[config.mk]
export PLATFORM = sky130hd
export DESIGN_NAME = pu_riscv_mmio_master_ahb3
export DESIGN_NICKNAME = d
export VERILOG_FILES = /design/src/rtl/pu_riscv_mmio_master_ahb3.sv
export SDC_FILE = /design/constraint.sdc
export NUM_CORES = 1
export LEC_CHECK = 0
export ABC_AREA = 1
export CORE_ASPECT_RATIO = 1.5
export CORE_MARGIN = 2
export CORE_UTILIZATION = 29
export DETAILED_ROUTE_END_ITERATION = 10
export DONT_BUFFER_PORTS = 1
export PLACE_DENSITY = 0.5
export SLEW_MARGIN = 20
export SYNTH_ARGS = -nofsm -noshare
export SYNTH_HDL_FRONTEND = slang
export SYNTH_SLANG_ARGS = --single-unit
[constraint.sdc]
create_clock -name HCLK -period 7.5 [get_ports HCLK]
set_input_delay 0.75 -clock HCLK [delete_from_list [all_inputs] [get_ports HCLK]]
set_output_delay 0.75 -clock HCLK [all_outputs]
set_load 0.01 [all_outputs]
[src/rtl/pu_riscv_mmio_master_ahb3.sv]
// AHB3-Lite single-transfer MMIO initiator with a two-slot address/data pipeline.
// Optional PU_RISCV_MMIO_ALIGN_CHECK_EN rejects misaligned or oversized requests locally.
module pu_riscv_mmio_master_ahb3 #(
    parameter int         HDATA_SIZE    = 32,
    parameter int         HADDR_SIZE    = 32,
    parameter logic [3:0] HPROT_DEFAULT = 4'b0011
) (
    input  logic                  HCLK,
    input  logic                  HRESET,

    input  logic                  req_valid,
    output logic                  req_ready,
    input  logic [HADDR_SIZE-1:0] req_addr,
    input  logic                  req_write,
    input  logic [2:0]            req_size,
    input  logic [HDATA_SIZE-1:0] req_wdata,

    output logic                  rsp_valid,
    output logic [HDATA_SIZE-1:0] rsp_rdata,
    output logic                  rsp_err,

    output logic [1:0]            HTRANS,
    output logic [HADDR_SIZE-1:0] HADDR,
    output logic                  HWRITE,
    output logic [2:0]            HSIZE,
    output logic [2:0]            HBURST,
    output logic [3:0]            HPROT,
    output logic                  HMASTLOCK,
    output logic [HDATA_SIZE-1:0] HWDATA,
    input  logic [HDATA_SIZE-1:0] HRDATA,
    input  logic                  HREADY,
    input  logic                  HRESP
);

    localparam logic [1:0] HTRANS_IDLE   = 2'b00;
    localparam logic [1:0] HTRANS_NONSEQ = 2'b10;

    logic                  ap_valid;
    logic [HADDR_SIZE-1:0] ap_addr;
    logic                  ap_write;
    logic [2:0]            ap_size;
    logic [HDATA_SIZE-1:0] ap_wdata;
    logic                  ap_bad;

    logic                  dp_valid;
    logic                  dp_write;
    logic [HDATA_SIZE-1:0] dp_wdata;
    logic                  dp_bad;

    logic                  err2;

    logic                  err1;
    logic                  accept;
    logic                  move;
    logic                  emit;
    logic                  req_bad;

`ifdef PU_RISCV_MMIO_ALIGN_CHECK_EN
    localparam int MAX_SIZE = $clog2(HDATA_SIZE / 8);

    logic [HADDR_SIZE-1:0] align_mask;

    assign align_mask = ~({HADDR_SIZE{1'b1}} << req_size);
    assign req_bad    = (int'(req_size) > MAX_SIZE)
                      || (|(req_addr & align_mask));
`else
    assign req_bad = 1'b0;
`endif

    // first ERROR cycle freezes everything; HREADY=1 implies we are past it
    assign err1   = HRESP && !HREADY;
    assign move   = HREADY && ap_valid && !err2;
    assign emit   = HREADY && dp_valid;

    assign req_ready = (!ap_valid || (HREADY && !err2)) && !err1;
    assign accept    = req_valid && req_ready;

    assign HTRANS    = (ap_valid && !err2 && !ap_bad) ? HTRANS_NONSEQ
                                                      : HTRANS_IDLE;
    assign HADDR     = ap_addr;
    assign HWRITE    = ap_write;
    assign HSIZE     = ap_size;
    assign HBURST    = 3'b000;
    assign HPROT     = HPROT_DEFAULT;
    assign HMASTLOCK = 1'b0;
    assign HWDATA    = dp_wdata;

    always_ff @(posedge HCLK or posedge HRESET) begin
        if (HRESET) begin
            ap_valid <= 1'b0;
            ap_addr  <= '0;
            ap_write <= 1'b0;
            ap_size  <= 3'b000;
            ap_wdata <= '0;
            ap_bad   <= 1'b0;
        end else if (accept) begin
            ap_valid <= 1'b1;
            ap_addr  <= req_addr;
            ap_write <= req_write;
            ap_size  <= req_size;
            ap_wdata <= req_wdata;
            ap_bad   <= req_bad;
        end else if (move) begin
            ap_valid <= 1'b0;
        end
    end

    always_ff @(posedge HCLK or posedge HRESET) begin
        if (HRESET) begin
            dp_valid <= 1'b0;
            dp_write <= 1'b0;
            dp_wdata <= '0;
            dp_bad   <= 1'b0;
        end else if (HREADY) begin
            dp_valid <= move;
            if (move) begin
                dp_write <= ap_write;
                dp_wdata <= ap_wdata;
                dp_bad   <= ap_bad;
            end
        end
    end

    // err2 marks the second ERROR cycle, where the pending address is withdrawn
    always_ff @(posedge HCLK or posedge HRESET) begin
        if (HRESET) begin
            err2 <= 1'b0;
        end else if (err1) begin
            err2 <= 1'b1;
        end else if (HREADY) begin
            err2 <= 1'b0;
        end
    end

    always_ff @(posedge HCLK or posedge HRESET) begin
        if (HRESET) begin
            rsp_valid <= 1'b0;
            rsp_err   <= 1'b0;
            rsp_rdata <= '0;
        end else begin
            rsp_valid <= emit;
            rsp_err   <= emit && (HRESP || dp_bad);
            rsp_rdata <= (emit && !dp_write && !dp_bad) ? HRDATA : '0;
        end
    end

endmodule

* Word-level counts from Yosys, hierarchy flattened
Cells that the tools add are included.
** Cells by class
- $add $sub $neg :: 0
- Multiply operators :: 0
- Divide/modulo/power cells :: 0
- Magnitude comparators :: 0
- Equal/unequal tests :: 0
- Shift operators :: 0
- Mux-type cells :: 6
- Bitwise operators :: 0
- Reductions and logical operators :: 19
** Operators by type and width (number)
- $mux 32 :: 1
- $logic_and 1x1->1 :: 10
- $logic_not 1->1 :: 5
- $mux 1 :: 4
- $reduce_bool 2->1 :: 2
- $mux 2 :: 1
- $reduce_and 2->1 :: 1
- $logic_or 1x1->1 :: 1
** Storage, ports and cells
- Register bits after elaboration :: 138
- Bits in latches :: 0
- Memory bits (writable) :: 0
- ROM bits :: 0
- Output and inout bits :: 113
- Word-level logic and storage cells :: 37
- Memories :: 0

* Logic depth before layout (Yosys ltp)
Gate-level depths: netlist of run 1.
- Depth in word-level cells :: 6
- Mapped depth :: 8
- Depth with buffers taken out :: 6

* Worst setup path before layout of run 1
Ideal clock, no wire load.
- Path kind :: input to output
- Start :: in HREADY
- End :: out req_ready
- Data arrival time :: 1.407 ns
- Data required time :: 6.750 ns
- Slack :: 5.343 ns
- Stages :: 5
- Buffers on the path :: 2
- Path through :: buf_4 nand2_1 nand2_2 buf_2 and2_1
** Between the ends
- Cells in the longest elaborated chain, start to end :: 4
- Elaborated cells on any way between the ends :: 6
** RTL lines
- start: declaration :: RTL line 31 : input logic HREADY,
- $logic_not 1->1 :: RTL line 71 : assign err1 = HRESP && !HREADY;
- $logic_and 1x1->1 :: RTL line 71
- $logic_not 1->1 :: RTL line 75 : assign req_ready = (!ap_valid || (HREADY && !err2)) && !err1;
- $logic_and 1x1->1 (*) :: RTL line 75
- end: declaration :: RTL line 12 : output logic req_ready,
Every way passes the cells marked *; elsewhere a longest branch is shown, timed or not.

* Worst setup path in the final report of run 1
- Start :: reg err2
- End :: out req_ready
** Between the ends
- Cells in the longest elaborated chain, start to end :: 4
** RTL lines
- start: declaration :: RTL line 50 : logic err2;
- start signal: assignment :: RTL line 127 : err2 <= 1'b0;
- start signal: assignment :: RTL line 129 : err2 <= 1'b1;
- start signal: assignment :: RTL line 131 : err2 <= 1'b0;
- $logic_not 1->1 :: RTL line 75
- $logic_and 1x1->1 :: RTL line 75
- $logic_or 1x1->1 :: RTL line 75
- $logic_and 1x1->1 :: RTL line 75
Every way passes these cells.

==> results.md, run 1 <==
- Clock root buffer: clkbuf_16
- DRC: 0
- Worst EP arrival: 2.23 ns
- CP startpoint kind: flip-flop
- Core area: 18400 µm²
- Drt initial violations: between 150 and 200
- Worst-margin pin slew: about 0.98 ns
- Site row count: between 60 and 70
- Area growth syn-to-layout: 12.4%
- Total Neg Setup Slack: 0 ns
- Number of iterations in the first detailed-routing pass: 5
- Largest net degree at the start of global routing: 76
- Placed Area: between 5000 and 6000 µm²
- # Max-Cap Violations: 0
- Fill count: ~1900
- Area of the die: between 15000 and 20000 µm²
- DRT Wirelength: 13000 µm
- Finished Cell Area: between 6000 and 7000 µm²
- Area occupied by registers: 3450 µm²
- Ratio of cells with drive above 1 in the final layout: around 8%
- Port Buffers: 0
- Mapped Area: 5420 µm²
- IO Pins: 218
- Crit path max fanout: between 40 and 50
- Synth cell types: 18
- Final ANT Viol Nets: 0
- Synth Instances: between 500 and 600
- Final #Nets: between 600 and 700
- Total Routing Usage GR: around an eighth
- Post-CTS Resized: 0
- Multi-input logic area: roughly 1600 µm²
- Fmax achieved: between 300 and 400 MHz
- DR WL/cell: between 15 and 20 µm
- Initial antenna violation count: 0
- Inserted Diodes: 0
- CTS tree: yes
- Clock skew: a little under 0.01 ns
- Min-Delay Path Class: in2async
- First-pass GRT wire length: between 20000 and 25000 µm
- CTS clk-pin slew, worst paths: around 0.060 ns
- Max-slew headroom: between 30% and 40%
- Register area share after synthesis: between 60% and 70%
- Clock sink total: 138
- Via count: about 3800
- Leakage: 0.00324 µW
- Max clock buf depth: 2
- Cell Pwr Density: roughly 350 nW/µm²
- Tcrit/Tclk final: between 30% and 40%
- CP Capture Type: primary output
- Clk_lat worst skew: approximately 0.41 ns
- Die Span X: between 100 and 150 µm
- Final hold violations: 0
- Hpwl dp: between 8000 and 9000 µm
- Cts hold-fix bufs: 0
- Number of global-route vias before repair: 3870
- Crit path required time: between 6 and 7 ns
- Via density: around 4.6
- Initial Util: around 29%
- Die Y-Extent: about 170 µm
- #FFs+latches synth: 138
- RSZ-0062 raised after global routing: false
- Outcome: complete, no violations
- Num CTS Buffers: 17
- GRT Residual Overflow: 0
- Ys Warns: 0
- Min Tclk post-route: around 3.0 ns
- Setup violators final: 0
- Max-slew violation count: 0
- VDD IR max: approximately 0.11 mV
- CTS H-tree lvls: 4
- Setup CP Type: reg2out
- Syn Area/Cell: roughly 9.4 µm²
- Placer Congestion: 0.715
- Setup bufs post-CTS: 0
## cell usage after synthesis, drive strengths merged
library cell / instances / area share, %
inv: 39 / 2.7
nand4: 68 / 7.9
nand3: 33 / 3.1
conb: 2 / 0.14
and2: 1 / 0.12
nand2: 209 / 15
clkbuf: 11 / 0.76
dfrtp: 138 / 64
nor2: 35 / 2.5
buf: 40 / 4.3
o21ai: 1 / 0.092
a21oi: 1 / 0.092
## sequential cells by signal, indices dropped and copies added, names as in the netlist, 3 cells and up
register,cells
ap_wdata,32
rsp_rdata,32
HWDATA,32
HSIZE,3
HADDR,32
## through the flow
step / setup WS, ns / power [µW] / std cells / util, % / hold WS (ns)
final: 4.52 / 2120 / 823 / 33.1 / 0.271
after global routing: 4.29 / 2270 / 823 / 33.1 / 0.296
after CTS: 4.46 / 2160 / 823 / 33.1 / 0.283
after detailed placement: 4.60 / 1380 / 791 / 30.1 / 0.460
after global placement: 4.65 / 1360 / 791 / 30.1 / 0.456
after floorplan: 3.05 / 1290 / 585 / - / 0.443
## cell type report
cell class                 instances  share of cell area (%)
tap                              252                    5.18
clock buffer                      20                    7.67
timing repair buffer               5                   0.617
inverter                          39                    2.49
clock inverter                    12                    1.48
multi-input combinational        357                    25.9
sequential                       138                    56.7
## cell families (layout without fill, tap and decap cells)
logic type	count (synthesis)	in the layout	share of synthesized area (%)
flip-flops	138	138	63.7
AO/OA/AOI/OAI	2	2	0.185
AND/OR/NAND/NOR	346	346	28.2
other	2	9	0.139
buffers and inverters	90	76	7.78
## layer usage
metal / vias to the layer above / wire, µm / part of all wire, % / track usage (%)
li1: 1792 / - / - / -
met1: 1791 / 5030 / 39 / 14.8
met2: 203 / 6560 / 50 / 22.9
met3: 16 / 1240 / 9.5 / 5.53
met4: 0 / 209 / 1.6 / 4.50
met5: - / 0 / 0 / 0
## where the power goes
group	leakage (µW)	internal [µW]	switching (µW)
sequential	0.00177	919	188
combinational	0.00121	81.5	164
clock	0.000257	451	320
total	0.00324	1450	672
## final timing paths
check / startpoint / to / slack, ns / depth (start not counted)
worst max-delay path: err2$_DFFE_PP0P_ / req_ready / 4.52 / 5
worst min-delay path: HRESET / rsp_rdata[27]$_DFF_PP0_ / 0.27 / 1
worst max register to register: err2$_DFFE_PP0P_ / ap_wdata[30]$_DFFE_PP0P_ / 4.94 / 7
worst min register to register: ap_wdata[11]$_DFFE_PP0P_ / ap_wdata[11]$_DFFE_PP0P_ / 0.47 / 2
max in group asynchronous: HRESET / rsp_rdata[26]$_DFF_PP0_ / 5.86 / 2
min in group HCLK: HRDATA[15] / rsp_rdata[15]$_DFF_PP0_ / 0.45 / 2
## critical path: stages, from the launching register on
cell	delay, ns
dfrtp_1	0.42
inv_2	0.07
nand2_1	0.05
nand2_2	0.61
buf_4	0.42
and2_1	0.23
## cells in the final DEF (no fill, tap or decap)
cell type | netlist | final
clkbuf_16 | 0 | 17
o21ai_0 | 1 | 1
dfrtp_1 | 138 | 138
nand2_2 | 2 | 2
clkinv_2 | 0 | 2
inv_2 | 3 | 3
clkbuf_8 | 0 | 3
nand4_1 | 68 | 68
nand3_2 | 1 | 1
and2_1 | 1 | 1
clkinvlp_4 | 0 | 6
inv_6 | 0 | 4
nor2_4 | 0 | 1
inv_1 | 36 | 35
conb_1 | 2 | 9
a21oi_1 | 1 | 1
nand2_1 | 207 | 207
clkinv_4 | 0 | 1
nand3_1 | 32 | 32
nor2_1 | 34 | 34
buf_4 | 11 | 5
Power figures use the tool's default switching activity.
==> run 2: changes to the inputs <==
- clock period: 7.5 -> 2.91 ns (I/O delays scaled with it)
==> results.md, run 2 (same netlist as run 1, synthesis figures left out) <==
- Sequence of cells on the critical path: inv_2 > nand2_1 > nand2_2 > buf_4 > and2_1
- Largest net degree at the start of global routing: 71
- Final #Nets: approximately 710
- Critical Path Max Stage Delay: around 0.57 ns
- Cell Pwr Density: ~890 nW/µm²
- Cell count of the worst reg-to-reg path: 7
- RSZ-0062 raised after global routing: false
- Total Neg Setup Slack: 0 ns
- Port Buffers: 0
- Leakage: ~0.0035 µW
- CTS H-tree lvls: 4
- Min Tclk post-route: roughly 2.2 ns
- DR WL/cell: between 15 and 20 µm
- PnR worst setup slack: 0.718 ns
- Most common library cell in the layout ignoring fill and taps: nand2_1
- Inserted Diodes: 0
- Final ANT Viol Nets: 0
- Die Span X: 116 µm
- Final hold violations: 0
- Cell depth of the worst setup path: 5
- CP Buf/Inv Count: 2
- CP top delay family: buffers and inverters
- Worst Hold End: HADDR[4]$_DFFE_PP0P_
- Setup bufs post-CTS: 0
- Design Power: about 6000 µW
- CP startpoint kind: flip-flop
- Clk_lat worst skew: between 0.4 and 0.5 ns
- Number of iterations in the first detailed-routing pass: 6
- Worst EP arrival: around 1.9 ns
- Fmax achieved: between 400 and 500 MHz
- Initial Util: slightly below 30%
- Clock skew: approximately 0.0040 ns
- Post-CTS Resized: 0
- VDD IR max: 0.342 mV
- CTS clk-pin slew, worst paths: approximately 0.06 ns
- DRT Wirelength: approximately 14000 µm
- GRT Residual Overflow: 0
- Setup CP Type: reg2out
- Worst-margin pin slew: around 0.95 ns
- Worst R2R Start: err2$_DFFE_PP0P_
- Cts hold-fix bufs: between 40 and 50
- Worst hold start: req_addr[4]
- Crit path required time: about 2.6 ns
- Area growth syn-to-layout: 21.9%
- Final core utilization: 35.9%
- Core area: approximately 18000 µm²
- Ratio of cells with drive above 1 in the final layout: about 7.3%
- Via count: 3978
- First-pass GRT wire length: about 21000 µm
- Hold Path Depth: 2
- Max-slew headroom: between 30% and 40%
- Outcome: complete, no violations
- Via density: 4.59
- Clock sink total: roughly 140
- Min-Delay Path Class: in2reg
- Total Routing Usage GR: 14.0%
- Drt initial violations: between 150 and 200
- Clock root buffer: clkbuf_16
- Hold slack: between 0.015 and 0.02 ns
- R2R setup slack: between 1 and 1.5 ns
- Number of global-route vias before repair: 4029
- Most frequent cells in the layout: nand2_1, dfrtp_1, nand4_1
- Setup violators final: 0
- # Max-Cap Violations: 0
- Max clock buf depth: 2
- Max-slew violation count: 0
- Hpwl dp: between 8000 and 9000 µm
- Die Y-Extent: around 170 µm
- IO Pins: roughly 220
- DP Worst Slack: 1.15 ns
- Tcrit/Tclk final: between 70% and 80%
- DRC: 0
- Placer Congestion: ~0.69
- Area of the die: around 20000 µm²
- Initial antenna violation count: 0
- Fill count: ~1800
- CTS tree: yes
- Worst R2R End: ap_wdata[30]$_DFFE_PP0P_
- Crit path max fanout: 70
- Slowest cell on the critical path: buf_4
- Num CTS Buffers: 17
- Site row count: 61
- CP Capture Type: primary output
[run 2: cell count changes in the layout (fill, tap and decap cells not counted), sizes merged]
cell	delta
buf	+2
bufinv	+4
clkbuf	+2
clkinv	+1
clkinvlp	-4
dlygate4sd3	+41
inv	-3
[run 2: per-stage QoR]
step / instance area, µm² / instances
after floorplan: 5450 / 585
after global placement: 5560 / 793
after detailed placement: 5560 / 793
after CTS: 6610 / 866
after global routing: 6610 / 866
final: 6610 / 866
[run 2: area by class of cell]
cell class	count	area, µm²	share of cell area, %
Clock buffer	22	474	7.18
Sequential cell	138	3450	52.3
Inverter	39	150	2.27
Timing Repair Buffer	48	475	7.20
Clock inverter	10	164	2.48
Tap cell	252	315	4.77
Multi-Input combinational cell	357	1570	23.8
[run 2: how the worst max path moves through the flow]
stage	startpoint	to	slack, ns
6_report	err2$_DFFE_PP0P_	req_ready	0.72
4_1_cts	err2$_DFFE_PP0P_	req_ready	0.69
3_5_place_dp	err2$_DFFE_PP0P_	req_ready	1.15
5_1_grt	err2$_DFFE_PP0P_	req_ready	0.59
2_1_floorplan	HRESET	HADDR[0]$_DFFE_PP0P_	0.90
3_3_place_gp	err2$_DFFE_PP0P_	req_ready	1.19
[run 2: power by group]
| part | total (µW) | switching [µW] | internal, µW | leakage, µW |
|---|---|---|---|---|
| logic | 693 | 440 | 253 | 0.00139 |
| registers | 2850 | 480 | 2370 | 0.00177 |
| clock network | 2320 | 819 | 1500 | 0.000311 |
| total | 5860 | 1740 | 4130 | 0.00347 |
[run 2: routing by layer]
metal  vias up  part of all wire [%]  wire [µm]  global-route usage (%)
met4         0                   1.7        230                    6.23
met1      1887                    37       5080                    14.6
met2       205                    52       7090                    25.0
li1       1873                     -          -                       -
met3        13                   9.3       1270                    4.79
met5         -                     0          0                       0
[run 2: worst register-to-register path, stage by stage (launching register included)]
cell     delay (ns)
dfrtp_1        0.42
inv_2          0.07
nand2_1        0.06
nand2_2        0.07
nand3_2        0.43
buf_12         0.38
nand2_1        0.12
nand2_1        0.05
